<file path="config.mk">
export PLATFORM = sky130hd
export DESIGN_NAME = ball_mover_flat
export DESIGN_NICKNAME = d
export VERILOG_FILES = /design/src/rtl/ball_mover_if.sv /design/src/rtl/ball_mover.sv /design/src/flat_wrapper.sv
export SDC_FILE = /design/constraint.sdc
export NUM_CORES = 1
export LEC_CHECK = 0
export BUFFER_PORTS_ARGS = -buffer_cell sky130_fd_sc_hd__buf_2
export CORE_MARGIN = 2
export CORE_UTILIZATION = 45
export CTS_BUF_LIST = sky130_fd_sc_hd__clkbuf_8 sky130_fd_sc_hd__clkbuf_16
export CTS_CLUSTER_SIZE = 16
export DETAILED_ROUTE_END_ITERATION = 16
export GPL_TIMING_DRIVEN = 0
export PLACE_DENSITY = 0.63
export RECOVER_POWER = 25
export SLEW_MARGIN = 20
export SYNTH_ARGS = -nofsm -noshare
export SYNTH_HDL_FRONTEND = slang
export SYNTH_SLANG_ARGS = --single-unit
export TNS_END_PERCENT = 10
</file>
<file path="constraint.sdc">
create_clock -name clk -period 4.1 [get_ports clk]
set_input_delay 0.41 -clock clk [delete_from_list [all_inputs] [get_ports clk]]
set_output_delay 0.41 -clock clk [all_outputs]
set_load 0.01 [all_outputs]
</file>
<file path="src/rtl/ball_mover_if.sv">
// Handshake between ball_mover and ball_physics: the paddle-hit request
// going out and the new trajectory coming back.
interface ball_mover_if;
  logic signed [7:0] vel_x;
  logic signed [7:0] vel_y;
  logic              vel_load;
  logic              hit_req;
  logic              hit_side;
  logic [3:0]        hit_section;

  // ball_mover side: raises the hit request, consumes the trajectory
  modport master (
    output hit_req, hit_side, hit_section,
    input  vel_x, vel_y, vel_load
  );

  // ball_physics side: answers the hit request with a new trajectory
  modport slave (
    input  hit_req, hit_side, hit_section,
    output vel_x, vel_y, vel_load
  );
endinterface

</file>
<file path="src/rtl/ball_mover.sv">
// Ball position integrator for the pong datapath. Holds the ball position and
// trajectory, advances it on frame ticks, bounces off top/bottom, requests a
// new trajectory on paddle contact and reports misses past either edge.
module ball_mover #(
  parameter int SCR_W    = 160,
  parameter int SCR_H    = 120,
  parameter int PADDLE_W = 3,
  parameter int PADDLE_H = 20,
  parameter int TICK_HZ  = 120
) (
  input  logic         clk,
  input  logic         resetn,
  input  logic         enable,
  input  logic         tick,
  input  logic         launch,
  input  logic [7:0]   left_paddle_pos,
  input  logic [7:0]   right_paddle_pos,
  ball_mover_if.master phys,
  output logic [7:0]   ball_x,
  output logic [6:0]   ball_y,
  output logic         miss_left,
  output logic         miss_right
);

  localparam logic [8:0] TICK9       = 9'(TICK_HZ);
  localparam logic [8:0] PH_M1       = 9'(PADDLE_H - 1);
  localparam logic [7:0] X_CENTRE    = 8'(SCR_W / 2);
  localparam logic [6:0] Y_CENTRE    = 7'(SCR_H / 2);
  localparam logic [7:0] X_MAX       = 8'(SCR_W - 1);
  localparam logic [6:0] Y_MAX       = 7'(SCR_H - 1);
  localparam logic [7:0] X_LEFT_HIT  = 8'(PADDLE_W);
  localparam logic [7:0] X_RIGHT_HIT = 8'(SCR_W - 1 - PADDLE_W);

  typedef enum logic [1:0] {
    S_IDLE,
    S_MOVE,
    S_HIT
  } state_t;

  state_t            r_state, w_state;
  logic [7:0]        r_x, w_x;
  logic [6:0]        r_y, w_y;
  logic signed [7:0] r_vx, w_vx;
  logic signed [7:0] r_vy, w_vy;
  logic [8:0]        r_acc_x, w_acc_x;
  logic [8:0]        r_acc_y, w_acc_y;
  logic              r_hit_req, w_hit_req;
  logic              r_hit_side, w_hit_side;
  logic [3:0]        r_hit_sec, w_hit_sec;
  logic              r_miss_l, w_miss_l;
  logic              r_miss_r, w_miss_r;

  logic [8:0] w_abs_vx, w_abs_vy;
  logic [8:0] w_sum_x, w_sum_y;
  logic [8:0] w_acc_x_adv, w_acc_y_adv;
  logic       w_step_x, w_step_y;
  logic [8:0] w_y9, w_lp9, w_rp9;
  logic [8:0] w_ldiff, w_rdiff;
  logic       w_left_in, w_right_in;
  logic [3:0] w_left_sec, w_right_sec;

  // Per-axis rate accumulators: add |v| each tick, step when the sum reaches TICK_HZ
  always_comb begin
    w_abs_vx    = r_vx[7] ? (9'd0 - {r_vx[7], r_vx}) : {1'b0, r_vx};
    w_abs_vy    = r_vy[7] ? (9'd0 - {r_vy[7], r_vy}) : {1'b0, r_vy};
    w_sum_x     = r_acc_x + w_abs_vx;
    w_sum_y     = r_acc_y + w_abs_vy;
    w_step_x    = (r_vx != '0) && (w_sum_x >= TICK9);
    w_step_y    = (r_vy != '0) && (w_sum_y >= TICK9);
    w_acc_x_adv = w_step_x ? (w_sum_x - TICK9) : w_sum_x;
    w_acc_y_adv = w_step_y ? (w_sum_y - TICK9) : w_sum_y;
  end

  // Paddle windows on the pre-step row; 9-bit so pos+PADDLE_H-1 cannot wrap
  always_comb begin
    w_y9        = {2'b00, r_y};
    w_lp9       = {1'b0, left_paddle_pos};
    w_rp9       = {1'b0, right_paddle_pos};
    w_left_in   = (w_y9 >= w_lp9) && (w_y9 <= (w_lp9 + PH_M1));
    w_right_in  = (w_y9 >= w_rp9) && (w_y9 <= (w_rp9 + PH_M1));
    w_ldiff     = w_y9 - w_lp9;
    w_rdiff     = w_y9 - w_rp9;
    w_left_sec  = 4'(w_ldiff >> 1);
    w_right_sec = 4'(w_rdiff >> 1);
  end

  // Next-state and datapath update for IDLE / MOVE / HIT
  always_comb begin
    w_state    = r_state;
    w_x        = r_x;
    w_y        = r_y;
    w_vx       = r_vx;
    w_vy       = r_vy;
    w_acc_x    = r_acc_x;
    w_acc_y    = r_acc_y;
    w_hit_req  = r_hit_req;
    w_hit_side = r_hit_side;
    w_hit_sec  = r_hit_sec;
    w_miss_l   = 1'b0;
    w_miss_r   = 1'b0;

    case (r_state)
      S_IDLE: begin
        if (launch) begin
          w_vx    = phys.vel_x;
          w_vy    = phys.vel_y;
          w_acc_x = '0;
          w_acc_y = '0;
          w_state = S_MOVE;
        end
      end

      S_MOVE: begin
        if (tick && enable) begin
          // A suppressed edge step still consumes the accumulator crossing,
          // so the reflected ball keeps its cadence.
          w_acc_y = w_acc_y_adv;
          if (w_step_y) begin
            if (r_vy[7]) begin
              if (r_y == '0) w_vy = -r_vy;
              else           w_y  = r_y - 7'd1;
            end else begin
              if (r_y == Y_MAX) w_vy = -r_vy;
              else              w_y  = r_y + 7'd1;
            end
          end

          w_acc_x = w_acc_x_adv;
          if (w_step_x) begin
            if (r_vx[7]) begin
              if ((r_x == X_LEFT_HIT) && w_left_in) begin
                w_hit_req  = 1'b1;
                w_hit_side = 1'b0;
                w_hit_sec  = w_left_sec;
                w_state    = S_HIT;
              end else if (r_x == '0) begin
                w_miss_l = 1'b1;
              end else begin
                w_x = r_x - 8'd1;
              end
            end else begin
              if ((r_x == X_RIGHT_HIT) && w_right_in) begin
                w_hit_req  = 1'b1;
                w_hit_side = 1'b1;
                w_hit_sec  = w_right_sec;
                w_state    = S_HIT;
              end else if (r_x == X_MAX) begin
                w_miss_r = 1'b1;
              end else begin
                w_x = r_x + 8'd1;
              end
            end
          end
        end
      end

      S_HIT: begin
        // Position is frozen here; a tick arriving with vel_load is dropped.
        if (phys.vel_load) begin
          w_vx      = phys.vel_x;
          w_vy      = phys.vel_y;
          w_acc_x   = '0;
          w_acc_y   = '0;
          w_hit_req = 1'b0;
          w_state   = S_MOVE;
        end
      end

      default: w_state = S_IDLE;
    endcase

    // A miss overrides any Y movement from the same tick
    if (w_miss_l || w_miss_r) begin
      w_x     = X_CENTRE;
      w_y     = Y_CENTRE;
      w_vx    = '0;
      w_vy    = '0;
      w_acc_x = '0;
      w_acc_y = '0;
      w_state = S_IDLE;
    end
  end

  // State and datapath registers, asynchronously cleared to the centred idle ball
  always_ff @(posedge clk or negedge resetn) begin
    if (!resetn) begin
      r_state    <= S_IDLE;
      r_x        <= X_CENTRE;
      r_y        <= Y_CENTRE;
      r_vx       <= '0;
      r_vy       <= '0;
      r_acc_x    <= '0;
      r_acc_y    <= '0;
      r_hit_req  <= 1'b0;
      r_hit_side <= 1'b0;
      r_hit_sec  <= '0;
      r_miss_l   <= 1'b0;
      r_miss_r   <= 1'b0;
    end else begin
      r_state    <= w_state;
      r_x        <= w_x;
      r_y        <= w_y;
      r_vx       <= w_vx;
      r_vy       <= w_vy;
      r_acc_x    <= w_acc_x;
      r_acc_y    <= w_acc_y;
      r_hit_req  <= w_hit_req;
      r_hit_side <= w_hit_side;
      r_hit_sec  <= w_hit_sec;
      r_miss_l   <= w_miss_l;
      r_miss_r   <= w_miss_r;
    end
  end

  assign ball_x           = r_x;
  assign ball_y           = r_y;
  assign miss_left        = r_miss_l;
  assign miss_right       = r_miss_r;
  assign phys.hit_req     = r_hit_req;
  assign phys.hit_side    = r_hit_side;
  assign phys.hit_section = r_hit_sec;

endmodule

</file>
<file path="src/flat_wrapper.sv">
// flat-port wrapper written by rule: the top's interface ports become plain ports
module ball_mover_flat 
#(
  parameter int SCR_W    = 160,
  parameter int SCR_H    = 120,
  parameter int PADDLE_W = 3,
  parameter int PADDLE_H = 20,
  parameter int TICK_HZ  = 120
)
  (clk, resetn, enable, tick, launch, left_paddle_pos, right_paddle_pos, ball_x, ball_y, miss_left, miss_right, phys_hit_req, phys_hit_side, phys_hit_section, phys_vel_x, phys_vel_y, phys_vel_load);
  ball_mover_if phys_i ();
  input  logic clk;
  input  logic resetn;
  input  logic enable;
  input  logic tick;
  input  logic launch;
  input  logic [7:0] left_paddle_pos;
  input  logic [7:0] right_paddle_pos;
  output logic [7:0] ball_x;
  output logic [6:0] ball_y;
  output logic miss_left;
  output logic miss_right;
  output wire logic [$bits(phys_i.hit_req)-1:0] phys_hit_req;
  output wire logic [$bits(phys_i.hit_side)-1:0] phys_hit_side;
  output wire logic [$bits(phys_i.hit_section)-1:0] phys_hit_section;
  input wire logic [$bits(phys_i.vel_x)-1:0] phys_vel_x;
  input wire logic [$bits(phys_i.vel_y)-1:0] phys_vel_y;
  input wire logic [$bits(phys_i.vel_load)-1:0] phys_vel_load;
  assign phys_hit_req = phys_i.hit_req;
  assign phys_hit_side = phys_i.hit_side;
  assign phys_hit_section = phys_i.hit_section;
  assign phys_i.vel_x = phys_vel_x;
  assign phys_i.vel_y = phys_vel_y;
  assign phys_i.vel_load = phys_vel_load;
  ball_mover #(.SCR_W(SCR_W), .SCR_H(SCR_H), .PADDLE_W(PADDLE_W), .PADDLE_H(PADDLE_H), .TICK_HZ(TICK_HZ)) u_core (.clk(clk), .resetn(resetn), .enable(enable), .tick(tick), .launch(launch), .left_paddle_pos(left_paddle_pos), .right_paddle_pos(right_paddle_pos), .phys(phys_i), .ball_x(ball_x), .ball_y(ball_y), .miss_left(miss_left), .miss_right(miss_right));
endmodule
</file>
[Word-level counts from Yosys, hierarchy flattened]
Index checks and enable logic that the tools add are counted.
Word-level totals
  input port bits: 38
  register bits: 59
  word-level logic and storage cells: 165
  output and inout port bits: 23
Cells by class
  add/subtract/negate cells: 15
  eq/ne operators: 27
  reductions and logical operators: 30
  order comparisons: 6
  multiplexer cells: 74
Operator list (number)
  8-bit two-way mux: 20
  9-bit two-way mux: 10
  9-bit case mux with 3 select lines: 2
  7-bit two-way mux: 7
  8-bit case mux with 3 select lines: 1
  1-bit two-way mux: 20
  8-bit by 5-bit adder with 9-bit output (second input constant): 2
  9-bit adder: 2
  9-bit by 7-bit >= comparator with 1-bit output (second input constant): 2
  7-bit by 9-bit <= comparator with 1-bit output: 2
  1-bit by 8-bit subtractor with 9-bit output (first input constant): 2
  9-bit by 7-bit subtractor with 9-bit output (second input constant): 2
  8-bit equality test (second input constant): 2
  7-bit by 8-bit >= comparator with 1-bit output: 2
  2-bit two-way mux: 8
  8-bit case mux with 2 select lines: 1
  8-bit nonzero test: 2
  3-bit by 2-bit inequality test with 1-bit output (second input constant): 5
  5-bit AND reduction: 3
  7-bit AND reduction: 2
  4-bit two-way mux: 3
  3-bit by 1-bit inequality test with 1-bit output (second input constant): 4
  3-bit inequality test (second input constant): 4
  6-bit AND reduction: 2
  other kinds (26): 42

[Longest topological paths before layout]
  depth after elaboration: 12
  gate-level depth with buffers: 16
  mapped depth without buffers: 15

[Worst setup path after synthesis]
No wires, ideal clock.
  path kind: register to register
  start point: reg u_core.r_vx[7]
  end point: reg u_core.r_y[2], in the netlist u_core.ball_y[2]
  arrival: 3.988 ns
  period minus slack after synthesis: 4.068 ns
  data required time: 4.020 ns
  stages on the path, launching flop included: 15
  path slack: 0.032 ns
  library setup time: 0.080 ns
  cells stage by stage: dfrtp_1 > clkbuf_1 > clkbuf_1 > o21ai_0 > fa_1 > and3_1 > or3_1 > and2_1 > ha_1 > a41oi_1 > nor3_4 > o31a_4 > a21oi_4 > nand3_4 > o22a_1
On the way
  cells in the longest elaborated chain, start to end: 11
  elaborated cells on any way between the ends: 22
Ends and longest elaborated chain
  start, declared: line ball_mover.sv:43  | logic signed [7:0] r_vx, w_vx;
  start signal, assigned: line ball_mover.sv:203  | r_vx <= w_vx;
  1-bit by 8-bit subtractor with 9-bit output: line ball_mover.sv:64  | w_abs_vx = r_vx[7] ? (9'd0 - {r_vx[7], r_vx}) : {1'b0, r_vx};
  9-bit two-way mux: line ball_mover.sv:64
  9-bit adder: line ball_mover.sv:66  | w_sum_x = r_acc_x + w_abs_vx;
  9-bit by 7-bit >= comparator with 1-bit output: line ball_mover.sv:68  | w_step_x = (r_vx != '0) && (w_sum_x >= TICK9);
  1-bit logical AND: line ball_mover.sv:68
  1-bit two-way mux: line ball_mover.sv:129  | if (w_step_x) begin
  1-bit two-way mux: line ball_mover.sv:114  | if (tick && enable) begin
  1-bit two-way mux: line ball_mover.sv:102  | case (r_state)
  1-bit logical OR (*): line ball_mover.sv:173  | if (w_miss_l || w_miss_r) begin
  3-bit inequality test (no line) (tied with other cells)
  5-bit AND reduction (no line)
  end signal, assigned: line ball_mover.sv:202  | r_y <= w_y;
  end, declared: line ball_mover.sv:42  | logic [6:0] r_y, w_y;
Every way passes the cells marked *; elsewhere a longest branch is shown, timed or not.
A chain may end at the register's enable or synchronous reset.

[Worst setup path after layout]
  start point: reg u_core.r_vx[7]
  end point: reg u_core.r_state[0]
On the way
  cells in the longest elaborated chain, start to end: 11
  elaborated cells on any way between the ends: 27
Ends and longest elaborated chain
  1-bit by 8-bit subtractor with 9-bit output: line ball_mover.sv:64
  9-bit two-way mux: line ball_mover.sv:64
  9-bit adder: line ball_mover.sv:66
  9-bit by 7-bit >= comparator with 1-bit output: line ball_mover.sv:68
  1-bit logical AND: line ball_mover.sv:68
  1-bit two-way mux: line ball_mover.sv:129
  1-bit two-way mux: line ball_mover.sv:114
  1-bit two-way mux: line ball_mover.sv:102
  1-bit logical OR: line ball_mover.sv:173
  4-bit inequality test (no line) (tied with other cells)
  6-bit AND reduction (no line)
  end signal, assigned: line ball_mover.sv:200  | r_state <= w_state;
  end, declared: line ball_mover.sv:40  | state_t r_state, w_state;
Several ways; a longest one is shown, not always the timed one. The select of a mux whose other input is x is not followed.

==> results.toml <==
[timing]
setup_viol = 0
hold_viol_final = 0
max_freq_mhz = 258
fin_tns_setup_ns = 0
tightest_slew_ns = 3.31
period_share_pct = 94.6
fin_worst_skew_ns = 0.00902
maxSlewHeadroom_pct = -120
period_minus_slack_ns = 3.88
maxSlewViolCount = 60

[floorplanning]
rows = 40
initial_utilization_pct = 46.0
dieArea_um2 = 13100
pin_count = 61
fp.coreArea_um2 = 12000
fp.dieW_um = 115
die_h_um = 115

[route]
first_pass_iters = 4
viasPerCell = 5.76
drt_iter0_markers = 197
wl_per_cell_um = 16.7
wl_um = 14000
ant_nets = 0
vias = 4819
drc = 0

[yosys]
synth_commonest_cells = "ha_1 (67), nand2_1 (55), dfrtp_1 (53), inv_1 (43), xnor2_1 (42)"
yosysMostFrequentCell = "ha_1"
syn_nets = 719
ys_seq_elements = 59
synth_top_area_cell = "dfrtp_1"
async_reset_ff_share_pct = 100
ys_top_cells_by_area = "dfrtp_1 (24%), ha_1 (15%), xnor2_1 (6.7%)"
synth_top_flop_cell = "dfrtp_1"
synth_area_um2 = 5500
syn_avg_cell_area_um2 = 9.04
yosysWarningCount = 0
synth-seq-area-share_pct = 27.0
yosysUniqueCellTypes = 78
synth_edf_count = 0
yosysTopAreaCellShare_pct = 24.1
syn-instance-count = 609

[placed_design]
dp_hpwl_um = 10900
io_buffers = 60
post_dp_cell_area_um2 = 5990
gp_congestion = 0.876

[global_routing]
first_global_vias = 4777
grtUsageTotal_pct = 22.7
grt_max_degree = 60
grt_pass1_wl_um = 23500
grt_overflow = 0
antenna_found_initial = 1

[final_layout]
drive_above_1_share_pct = 17.2
final_nets = 795
nFillCells = 1119
seqCellArea_um2 = 1490
multiInputGateArea_um2 = 3840
num_antenna_cells = 0
design_area_um2 = 6360
area_growth_pct = 15.5
fin_util_pct = 53.1

[cts]
clockBufferDepth = 2
cts_buffers = 9
cts_tree = "yes"
clk_pin_slew_worst_paths_ns = 0.06
cts-root-buf = "clkbuf_16"
cts_num_sinks = 59
clock_latency_ns = 0.34
htree_levels = 3
cts_hold_buf = 0

[critical_path]
endpoint_kind = "register"
cp.arrival_ns = 4.13
cp-start-kind = "register"
crit_required_ns = 4.35
critPathMaxFanout = 10
worst-setup-path-type = "register to register"

[power]
switching_share_pct = 46.3
p_seq_share_pct = 22.1
clkPwrFrac_pct = 15.0
power.density_nw_per_um2 = 742
p_comb_share_pct = 62.9
p_leak_nw = 2.93
p_int_mw = 2.53
p_switching_mw = 2.18
power_mw = 4.71
peakVddDrop_v = 0.000411

[job]
cap_violations = 1

[outcome]
violations = "capacitance limit, slew limit"
outcome = "complete, but fails checks"

[min_path]
hp-class = "input port to register"
placed cells by master, fill, tap and decap left out, types with 12 or more instances in the layout:
master,count
ha_1,67
buf_2,61
nand2_1,53
dfrtp_1,51
inv_1,44
xnor2_1,42
nor2_1,38
a21oi_1,33
o21ai_0,27
xor2_1,15
nor3_1,15
a21o_1,14
a22o_1,14
nand3_1,12
power by group through the flow:
stage          Sequential (mW)  Combinational, mW  Clock [mW]
2_1_floorplan             1.01               2.25           0
3_3_place_gp              1.05               2.78           0
3_5_place_dp              1.06               2.87           0
4_1_cts                   1.04               2.93       0.726
5_1_grt                   1.08               3.34       0.750
6_report                  1.04               2.96       0.707
area by class of cell:
cell class / instances / share of cell area, %
Clock inverter: 5 / 0.453
Multi-Input combinational cell: 495 / 60.4
Timing Repair Buffer: 65 / 5.29
Tap cell: 147 / 2.89
Clock buffer: 11 / 3.98
Inverter: 43 / 2.54
Buffer: 12 / 1.10
Sequential cell: 59 / 23.4
critical path, cell delays in order, from the launching register on:
cell      delay, ns
dfrtp_2        0.40
clkbuf_8       0.18
clkbuf_4       0.20
nand2_1        0.07
o21ai_0        0.14
fa_1           0.48
and3_1         0.21
or3_1          0.37
and2_1         0.20
ha_1           0.24
a41oi_2        0.22
nor3_4         0.10
o311ai_4       0.37
buf_2          0.32
nand2_1        0.07
a41oi_1        0.21
layer usage:
| layer | vias to the layer above | global-route usage [%] | routed length (um) |
|---|---|---|---|
| met3 | 19 | 4.76 | 617 |
| li1 | 2389 | - | - |
| met5 | - | 0 | 0 |
| met2 | 99 | 37.3 | 6580 |
| met4 | 0 | 6.18 | 224 |
| met1 | 2312 | 30.2 | 6580 |
state kept, by name, indices dropped and copies added (netlist names):
name                     flops
u_core.miss_left             1
u_core.r_acc_y               9
u_core.ball_x                8
u_core.phys.hit_req          1
u_core.r_acc_x               9
u_core.r_vy                  8
u_core.ball_y                7
u_core.phys.hit_side         1
u_core.miss_right            1
u_core.phys.hit_section      4
u_core.r_state               2
u_core.r_vx                  8
cell families (layout without fill, tap and decap cells):
| group | after synthesis | in the layout | share of synthesized area, % |
|---|---|---|---|
| AOI/OAI and AO/OA | 179 | 179 | 24.4 |
| xor gates and xnor gates | 58 | 58 | 9.37 |
| DFF | 59 | 59 | 27.0 |
| and+or+nand+nor | 176 | 176 | 16.4 |
| muxes | 10 | 10 | 1.84 |
| buffers and inverters | 55 | 136 | 3.93 |
| adders and majority gates | 72 | 72 | 17.0 |
metrics by stage:
step	worst slack [ns]	hold slack, ns	std cells
2_1_floorplan	0.0320	0.114	609
3_3_place_gp	-0.834	0.459	816
3_5_place_dp	-0.869	0.465	816
4_1_cts	0.0381	0.184	836
5_1_grt	-0.0759	0.303	837
6_report	0.222	0.296	837
what timing repair did:
action	in CTS	in global routing
setup endpoints to repair	59	35
pin swaps	2	4
setup buffers	4	1
gates resized for setup	10	7
path summary, 6_finish.rpt:
check | from | end | slack, ns | cells after the start
worst max-delay path | u_core.r_vx[7]$_DFFE_PN0P_ | u_core.r_state[0]$_DFFE_PN0P_ | 0.22 | 15
worst min-delay path | phys_vel_x[4] | u_core.r_vx[4]$_DFFE_PN0P_ | 0.30 | 2
max in group asynchronous | resetn | u_core.r_vy[7]$_DFFE_PN0P_ | 0.81 | 1
min in group asynchronous | resetn | u_core.phys.hit_section[3]$_DFFE_PN0P_ | 1.19 | 1
worst max register to register | u_core.r_vx[7]$_DFFE_PN0P_ | u_core.r_state[0]$_DFFE_PN0P_ | 0.22 | 15
worst min register to register | u_core.phys.hit_side$_DFFE_PN0P_ | u_core.phys.hit_side$_DFFE_PN0P_ | 0.47 | 2
Power figures use the tool's default switching activity.
